[config.mk]
export PLATFORM = sky130hd
export DESIGN_NAME = fast_command_dispatcher
export DESIGN_NICKNAME = d
export VERILOG_FILES = /design/src/rtl/fc_cmd_pkg.sv /design/src/rtl/fc_bcid_counter.sv /design/src/rtl/fast_command_dispatcher.sv
export SDC_FILE = /design/constraint.sdc
export NUM_CORES = 1
export LEC_CHECK = 0
export CAP_MARGIN = 20
export CORE_MARGIN = 5
export CORE_UTILIZATION = 57
export DETAILED_ROUTE_END_ITERATION = 8
export GPL_ROUTABILITY_DRIVEN = 0
export GPL_TIMING_DRIVEN = 0
export PLACE_DENSITY_LB_ADDON = 0.12
export SETUP_SLACK_MARGIN = 0.4
export SLEW_MARGIN = 10
export SYNTH_ARGS = -nofsm -noshare
export SYNTH_HDL_FRONTEND = slang
export SYNTH_HIERARCHICAL = 1
export SYNTH_SLANG_ARGS = --single-unit
[constraint.sdc]
create_clock -name clk40 -period 5.1 [get_ports clk40]
set_input_delay 1.02 -clock clk40 [delete_from_list [all_inputs] [get_ports clk40]]
set_output_delay 1.02 -clock clk40 [all_outputs]
set_load 0.02 [all_outputs]
[src/rtl/fc_cmd_pkg.sv]
// Shared fast-command definitions: one-hot fcd bit indices, default limits and widths.
// Used by the decoder, the dispatcher and its testbench.
package fc_cmd_pkg;

  localparam int FCD_W          = 10;
  localparam int BCID_W         = 12;
  localparam int EVT_W          = 16;
  localparam int ERR_W          = 16;
  localparam int BC_MAX_DEF     = 3563;
  localparam int QINJ_DLY_W_DEF = 5;

  localparam int FC_IDLE        = 0;
  localparam int FC_LINK_RESET  = 1;
  localparam int FC_BCR         = 2;
  localparam int FC_SYNC_TRIG   = 3;
  localparam int FC_L1A_CR      = 4;
  localparam int FC_CHARGE_INJ  = 5;
  localparam int FC_L1A         = 6;
  localparam int FC_L1A_BCR     = 7;
  localparam int FC_WS_START    = 8;
  localparam int FC_WS_STOP     = 9;

  typedef enum logic {
    QINJ_IDLE  = 1'b0,
    QINJ_COUNT = 1'b1
  } qinj_state_e;

  // True when exactly one bit is set; zero and multi-hot words are both rejected.
  function automatic logic is_one_hot(input logic [FCD_W-1:0] v);
    return (v != '0) && ((v & (v - 1'b1)) == '0);
  endfunction

endpackage

[src/rtl/fc_bcid_counter.sv]
// Bunch-crossing counter: free-running, wraps MAX -> 0, synchronous load of LOAD_VAL.
module fc_bcid_counter
  import fc_cmd_pkg::*;
#(
  parameter int unsigned MAX      = BC_MAX_DEF,
  parameter int unsigned LOAD_VAL = 0
) (
  input  logic              clk40,
  input  logic              reset,
  input  logic              load,
  output logic [BCID_W-1:0] bcid
);

  localparam logic [BCID_W-1:0] MAX_V  = BCID_W'(MAX);
  localparam logic [BCID_W-1:0] LOAD_V = BCID_W'(LOAD_VAL);

  // NOTE: sequential state uses non-blocking assignments so every flop samples pre-edge values.
  always_ff @(posedge clk40 or negedge reset) begin
    if (!reset)             bcid <= '0;
    else if (load)          bcid <= LOAD_V;
    else if (bcid == MAX_V) bcid <= '0;
    else                    bcid <= bcid + 1'b1;
  end

endmodule

[src/rtl/fast_command_dispatcher.sv]
// Turns decoded one-hot fast commands into registered timing actions (BCID, L1A, link reset,
// sync, delayed charge injection, waveform-sampler window) and counts rejected words.
module fast_command_dispatcher
  import fc_cmd_pkg::*;
#(
  parameter int unsigned BC_MAX     = BC_MAX_DEF,
  parameter int unsigned BCR_OFFSET = 0,
  parameter int unsigned QINJ_DLY_W = QINJ_DLY_W_DEF
) (
  input  logic                  clk40,
  input  logic                  reset,
  input  logic [FCD_W-1:0]      fcd,
  input  logic                  aligned,
  input  logic                  invalidCmd,
  input  logic [QINJ_DLY_W-1:0] qinjDelay,
  output logic [BCID_W-1:0]     bcid,
  output logic                  l1a,
  output logic [EVT_W-1:0]      eventId,
  output logic                  linkReset,
  output logic                  syncTrig,
  output logic                  qinj,
  output logic                  qinjBusy,
  output logic                  wsActive,
  output logic [ERR_W-1:0]      errCnt
);

  logic                  accepted;
  logic                  rejected;
  logic [FCD_W-1:0]      cmd;
  logic                  qinj_drop;
  logic                  err_inc;
  logic                  bcid_load;
  logic [EVT_W-1:0]      l1a_cnt;
  logic [QINJ_DLY_W-1:0] qinj_cnt;
  qinj_state_e           qinj_state;

  // cmd is the command word gated by acceptance, so downstream logic never sees rejected bits.
  assign accepted  = aligned & ~invalidCmd & is_one_hot(fcd);
  assign rejected  = aligned & ~accepted;
  assign cmd       = accepted ? fcd : '0;
  assign qinj_drop = cmd[FC_CHARGE_INJ] & (qinj_state == QINJ_COUNT);
  assign err_inc   = rejected | qinj_drop;
  assign bcid_load = cmd[FC_BCR] | cmd[FC_L1A_BCR];

  fc_bcid_counter #(
    .MAX      (BC_MAX),
    .LOAD_VAL (BCR_OFFSET)
  ) u_bcid (
    .clk40 (clk40),
    .reset (reset),
    .load  (bcid_load),
    .bcid  (bcid)
  );

  always_ff @(posedge clk40 or negedge reset) begin
    if (!reset) begin
      l1a        <= 1'b0;
      eventId    <= '0;
      l1a_cnt    <= '0;
      linkReset  <= 1'b0;
      syncTrig   <= 1'b0;
      qinj       <= 1'b0;
      qinjBusy   <= 1'b0;
      qinj_cnt   <= '0;
      qinj_state <= QINJ_IDLE;
      wsActive   <= 1'b0;
      errCnt     <= '0;
    end else begin
      l1a       <= cmd[FC_L1A] | cmd[FC_L1A_CR] | cmd[FC_L1A_BCR];
      linkReset <= cmd[FC_LINK_RESET];
      syncTrig  <= cmd[FC_SYNC_TRIG];

      if (cmd[FC_L1A_CR]) begin
        eventId <= '0;
        l1a_cnt <= EVT_W'(1);
      end else if (cmd[FC_L1A] | cmd[FC_L1A_BCR]) begin
        eventId <= l1a_cnt;
        l1a_cnt <= l1a_cnt + 1'b1;
      end

      if (!aligned)              wsActive <= 1'b0;
      else if (cmd[FC_WS_START]) wsActive <= 1'b1;
      else if (cmd[FC_WS_STOP])  wsActive <= 1'b0;

      if (err_inc && (errCnt != '1)) errCnt <= errCnt + 1'b1;

      // Countdown fires on the edge after cnt reaches 1, giving qinjDelay+1 cycles total.
      qinj <= 1'b0;
      case (qinj_state)
        QINJ_IDLE: begin
          if (cmd[FC_CHARGE_INJ]) begin
            if (qinjDelay == '0) begin
              qinj <= 1'b1;
            end else begin
              qinj_cnt   <= qinjDelay;
              qinjBusy   <= 1'b1;
              qinj_state <= QINJ_COUNT;
            end
          end
        end
        QINJ_COUNT: begin
          if (!aligned) begin
            qinj_cnt   <= '0;
            qinjBusy   <= 1'b0;
            qinj_state <= QINJ_IDLE;
          end else if (qinj_cnt == QINJ_DLY_W'(1)) begin
            qinj       <= 1'b1;
            qinjBusy   <= 1'b0;
            qinj_state <= QINJ_IDLE;
          end else begin
            qinj_cnt <= qinj_cnt - 1'b1;
          end
        end
        default: qinj_state <= QINJ_IDLE;
      endcase
    end
  end

endmodule
Yosys cells after proc, flatten, opt, wreduce, memory -nomap -nowiden
Index checks and enable logic that the tools add are counted.
{"block": "op_classes", "n_mux": 30, "reduce_logical": 8, "add_sub_neg": 5, "n_eq_ne": 8, "bitwise": 13}
{"op": "16-bit 2-to-1 mux", "count": 4}
{"op": "16-bit by 1-bit adder with 16-bit output (second input constant)", "count": 2}
{"op": "12-bit 2-to-1 mux", "count": 2}
{"op": "5-bit 2-to-1 mux", "count": 4}
{"op": "16-bit != test (second input constant)", "count": 1}
{"op": "1-bit 2-to-1 mux", "count": 15}
{"op": "12-bit by 1-bit adder with 12-bit output (second input constant)", "count": 1}
{"op": "12-bit == test (second input constant)", "count": 1}
{"op": "10-bit AND", "count": 1}
{"op": "10-bit zero test", "count": 1}
{"op": "10-bit 2-to-1 mux", "count": 1}
{"op": "5-bit case mux with 2 select lines", "count": 1}
{"op": "10-bit nonzero test", "count": 1}
{"op": "10-bit by 1-bit subtractor with 10-bit output (second input constant)", "count": 1}
{"op": "1-bit case mux with 2 select lines", "count": 3}
{"op": "3-bit AND reduction", "count": 2}
{"op": "5-bit by 1-bit == test with 1-bit output (second input constant)", "count": 1}
{"op": "5-bit zero test", "count": 1}
{"op": "1-bit OR", "count": 5}
{"op": "5-bit by 1-bit subtractor with 5-bit output (second input constant)", "count": 1}
{"op": "1-bit AND", "count": 4}
{"op": "2-bit != test (second input constant)", "count": 2}
{"op": "3-bit by 1-bit != test with 1-bit output (second input constant)", "count": 1}
{"op": "3-bit by 2-bit != test with 1-bit output (second input constant)", "count": 1}
{"op": "other kinds (4)", "count": 7}
{"block": "totals", "wordCells": 76, "regBits": 72}

Depth between registers and ports, before layout
{"block": "logic_depth", "depth_word": 9, "depth_mapped": 10, "mapped_depth_nobuf": 8}

Cells and area by module
The synthesis kept the hierarchy.
{"module": "fast_command_dispatcher", "seq_area_each_um2": 1501.4, "cells_per_inst": 337, "n_inst": 1, "area_each_um2": 3138.0}
{"module": "fc_bcid_counter", "seq_area_each_um2": 300.3, "cells_per_inst": 61, "n_inst": 1, "area_each_um2": 624.3}

Worst setup path before layout
Ideal clock, no wire load.
{"block": "synth_timing", "kind": "input -> register", "start": "in fcd[0]", "end": "reg eventId[15]", "t_arrival_ns": 2.586, "slack_ns": 2.379, "path_buffers": 1, "path_stages": 6, "required_ns": 4.964, "path_cell_list": "nor4_4 mux2i_1 a31oi_4 o21ai_1 clkbuf_1 o21ai_0"}
{"block": "synth_between", "elab_chain_len": 8, "elab_cells_between_ends": 10}
{"element": "start, declared", "line_no": "fast_command_dispatcher.sv:12", "source": "input logic [FCD_W-1:0] fcd,"}
{"element": "10-bit by 1-bit subtractor with 10-bit output", "line_no": "fc_cmd_pkg.sv:30", "source": "return (v != '0) && ((v & (v - 1'b1)) == '0);"}
{"element": "10-bit AND", "line_no": "fc_cmd_pkg.sv:30"}
{"element": "10-bit zero test", "line_no": "fc_cmd_pkg.sv:30"}
{"element": "1-bit logical AND (*)", "line_no": "fc_cmd_pkg.sv:30"}
{"element": "1-bit AND (*)", "line_no": "fast_command_dispatcher.sv:38", "source": "assign accepted = aligned & ~invalidCmd & is_one_hot(fcd);"}
{"element": "10-bit 2-to-1 mux (*)", "line_no": "fast_command_dispatcher.sv:40", "source": "assign cmd = accepted ? fcd : '0;"}
{"element": "1-bit OR", "line_no": "fast_command_dispatcher.sv:76", "source": "end else if (cmd[FC_L1A] | cmd[FC_L1A_BCR]) begin"}
{"element": "2-bit nonzero test (no line)"}
{"element": "end signal, assigned", "line_no": "fast_command_dispatcher.sv:77", "source": "eventId <= l1a_cnt;"}
{"element": "end, declared", "line_no": "fast_command_dispatcher.sv:18", "source": "output logic [EVT_W-1:0] eventId,"}
Mark *: on every way between the ends. The rest lies on a longest branch, timed or not.
A chain may end at the register's enable or synchronous reset.

Worst setup path after layout
{"block": "layout_timing", "start": "in fcd[1]", "end": "reg eventId[15]"}
The elaborated chain is that of the path after synthesis.

==> results.tsv <==
metric	value	unit
post-layout util	73.7	%
max-cap violations	0	
syn_nets	423	
Placed Cells	543	
Worst-Skew Late Latency	0.35	ns
ant diodes	0	
DR WL/cell	15.3	um
Hold Path Class	reg -> reg	
hold_buf cts	0	
# setup viols final	0	
Max Fclk	299	MHz
WP data required	5.31	ns
CTS tree	done	
DRT antenna net count	0	
Worst Setup Slack, final	1.75	ns
Rel. slew slack	47.0	%
initial antenna violation count	0	
P_leak	1.92	nW
vias in the first global route	3203	
RSZ-0062 raised after global routing	no	
TritonCTS buffer count	9	
crit path buf inv count	2	
first-pass GRT wire length	15000	um
flops & latches, synth	72	
FILL cells	494	
Cells after Synth	398	
# IOs	69	
Die H	91.2	um
share of cells above drive strength 1	5.63	%
largest net degree at the start of global routing	42	
Synth Flop Type	dfrtp_1	
DR vias/cell	5.87	
clk root buf	clkbuf_8	
status	finished clean	
CTS H-Tree Depth	3	
port bufs	67	
nets@finish	502	
Startpoint Class	input port	
critical path arrival	3.55	ns
Slowest-stage cell, CP	clkdlybuf4s50_1	
Post-CTS Resized	0	
Pins Over Slew Limit	0	
sequential share of the synthesized area	47.9	%
Unique masters post-synth	49	
final non-filler cell total	557	
Yosys warnings	6	
Final Cycle Share	65.6	%
total wire length	8540	um
CP Cell Sequence	clkdlybuf4s50_1, nor4_4, mux2i_1, a31oi_4, o21ai_1, clkbuf_1, o21ai_0	
min Tclk post-route	3.35	ns
TritonRoute pass-1 iters	4	
endpoint class of the critical path	flip-flop	
global route total overflow	0	
postcts setup bufs	0	
Critical Path Fanout Max	10	
Synth-to-Final Area Change	25.1	%
Setup Skew	0.0104	ns
Tot GR Track Use	21.4	%
cell family with most CP delay	buffers and inverters	
Initial DRC Count	137	
Max clock buf depth	2	
die area	8330	sq um
TNS Setup	0	ns
CTS Sinks	72	
Vias	3271	
final hold vios	0	
number of enable flip-flop cells after synthesis	0	
Synth Cell Area	3760	sq um
clock-pin slew on the worst setup and hold paths	0.07	ns
FP Rows	29	
initial core utilization	58.9	%
DP Wirelength	6340	um
CP Class	in -> reg	
worst vdd ir	0.000313	V
Worst Tran Pin Value	0.784	ns
syn_area_per_cell	9.45	sq um
Setup WS pre-CTS	1.41	ns
# DRC	0	
slowest stage delay, CP	0.51	ns
async set-reset flop share out of synthesis	100	%
Power Dens Cells	315	nW/um^2
Horiz. Die Dim	91.2	um
Core Footprint	6390	sq um
-- flip-flops by register name, indices dropped and copies added, names as in the netlist --
name,cells
qinj,1
l1a_cnt,16
errCnt,16
qinj_state,1
syncTrig,1
linkReset,1
qinjBusy,1
qinj_cnt,5
eventId,16
u_bcid/bcid,12
l1a,1
wsActive,1
-- layer usage --
metal	track usage, %	share of wire [%]	vias to the layer above
li1	-	-	1573
met1	28.4	44	1590
met2	34.1	48	95
met3	5.79	6.1	13
met4	6.72	1.2	0
met5	0	0	-
-- power breakdown --
group          total (W)  leakage [nW]  internal [W]  switching (W)
clock           0.000383        0.0838      0.000182       0.000202
sequential      0.000707         0.952      0.000631      0.0000764
combinational   0.000394         0.887      0.000188       0.000206
total            0.00148          1.92       0.00100       0.000484
-- synthesized netlist by cell type (3+ instances only) --
| master | count | area share, % |
|---|---|---|
| dfrtp_1 | 72 | 48 |
| nand3_1 | 24 | 3.2 |
| xnor2_1 | 16 | 3.7 |
| o21ai_0 | 30 | 4.0 |
| nor3_1 | 13 | 1.7 |
| a211oi_1 | 3 | 0.60 |
| nor4_1 | 3 | 0.50 |
| nand2b_1 | 18 | 3.0 |
| nand4_1 | 4 | 0.67 |
| inv_1 | 8 | 0.80 |
| clkbuf_1 | 11 | 1.1 |
| o211ai_1 | 3 | 0.60 |
| o31ai_1 | 4 | 0.80 |
| a21oi_1 | 19 | 2.5 |
| nor2_1 | 32 | 3.2 |
| ha_1 | 6 | 2.0 |
| or3_1 | 11 | 1.8 |
| nand2_1 | 43 | 4.3 |
| nor2b_1 | 6 | 1.0 |
| and3_1 | 7 | 1.2 |
| xor2_1 | 13 | 3.0 |
| nor3b_1 | 3 | 0.60 |
| or4_1 | 4 | 0.80 |
| o2111ai_1 | 9 | 2.1 |
| and2_1 | 3 | 0.50 |
-- tightest hold or removal path: stages, from the launching register on --
cell and delay [ns]:
dfrtp_1 0.34, nand2_1 0.04, o21ai_0 0.06
-- path summary, 6_finish.rpt --
path | from | endpoint | slack [ns] | cells past startpoint
hold reg to reg | eventId[2] | eventId[2] | 0.48 | 2
min in group asynchronous | reset | eventId[11] | 0.61 | 1
max in group asynchronous | reset | errCnt[12] | 3.94 | 2
setup / recovery | fcd[1] | eventId[15] | 1.75 | 7
hold / removal | eventId[2] | eventId[2] | 0.48 | 2
setup reg to reg | qinj_cnt[1] | qinj_cnt[1] | 2.77 | 7
-- through the flow --
step / total power, W / hold slack (ns) / instance area, sq um
2_1_floorplan: 0.000921 / 0.488 / 3760
6_report: 0.00148 / 0.477 / 4710
4_1_cts: 0.00149 / 0.485 / 4710
3_5_place_dp: 0.00111 / 0.470 / 4550
5_1_grt: 0.00157 / 0.497 / 4710
3_3_place_gp: 0.00110 / 0.463 / 4530
-- cells by family after synthesis --
| kind of cell | count (synthesis) | share of synthesized area (%) |
|---|---|---|
| xor gates and xnor gates | 29 | 6.75 |
| muxes | 3 | 0.831 |
| buffers and inverters | 25 | 2.96 |
| DFF | 72 | 47.9 |
| AOI/OAI and AO/OA | 79 | 13.7 |
| and+or+nand+nor | 184 | 25.9 |
| adders and majority gates | 6 | 2.00 |
-- cells in the final DEF, fill, tap and decap left out, drive strengths merged, types with 2 or more instances in the layout --
master,instances
ha,6
nand3,24
nor4bb,2
clkinv,3
and2,3
o2111ai,9
a21oi,19
nor4b,2
inv,8
clkdlybuf4s50,66
or4b,2
nand2b,18
a211oi,3
or3,11
buf,8
xnor2,16
or4,4
dfrtp,72
xor2,13
and4,2
o211ai,3
nor3,13
a21o,2
o31ai,4
nand4,4
nand2,43
and3,7
nor2b,6
nor3b,3
nor2,33
o21ai,31
nor4,4
mux2i,2
clkbuf,21
o22ai,2
-- area by class of cell --
cell class | instances | area, sq um | share of cell area [%]
repair buffers | 68 | 688 | 14.6
plain buffers | 17 | 81.3 | 1.73
flip-flops and latches | 72 | 1800 | 38.3
inverters | 8 | 30.0 | 0.638
clock buffers | 10 | 138 | 2.92
multi-input cells | 301 | 1850 | 39.3
well taps | 77 | 96.3 | 2.05
clock inverters | 4 | 22.5 | 0.478
Note: power is estimated with default switching activity, not from simulation.
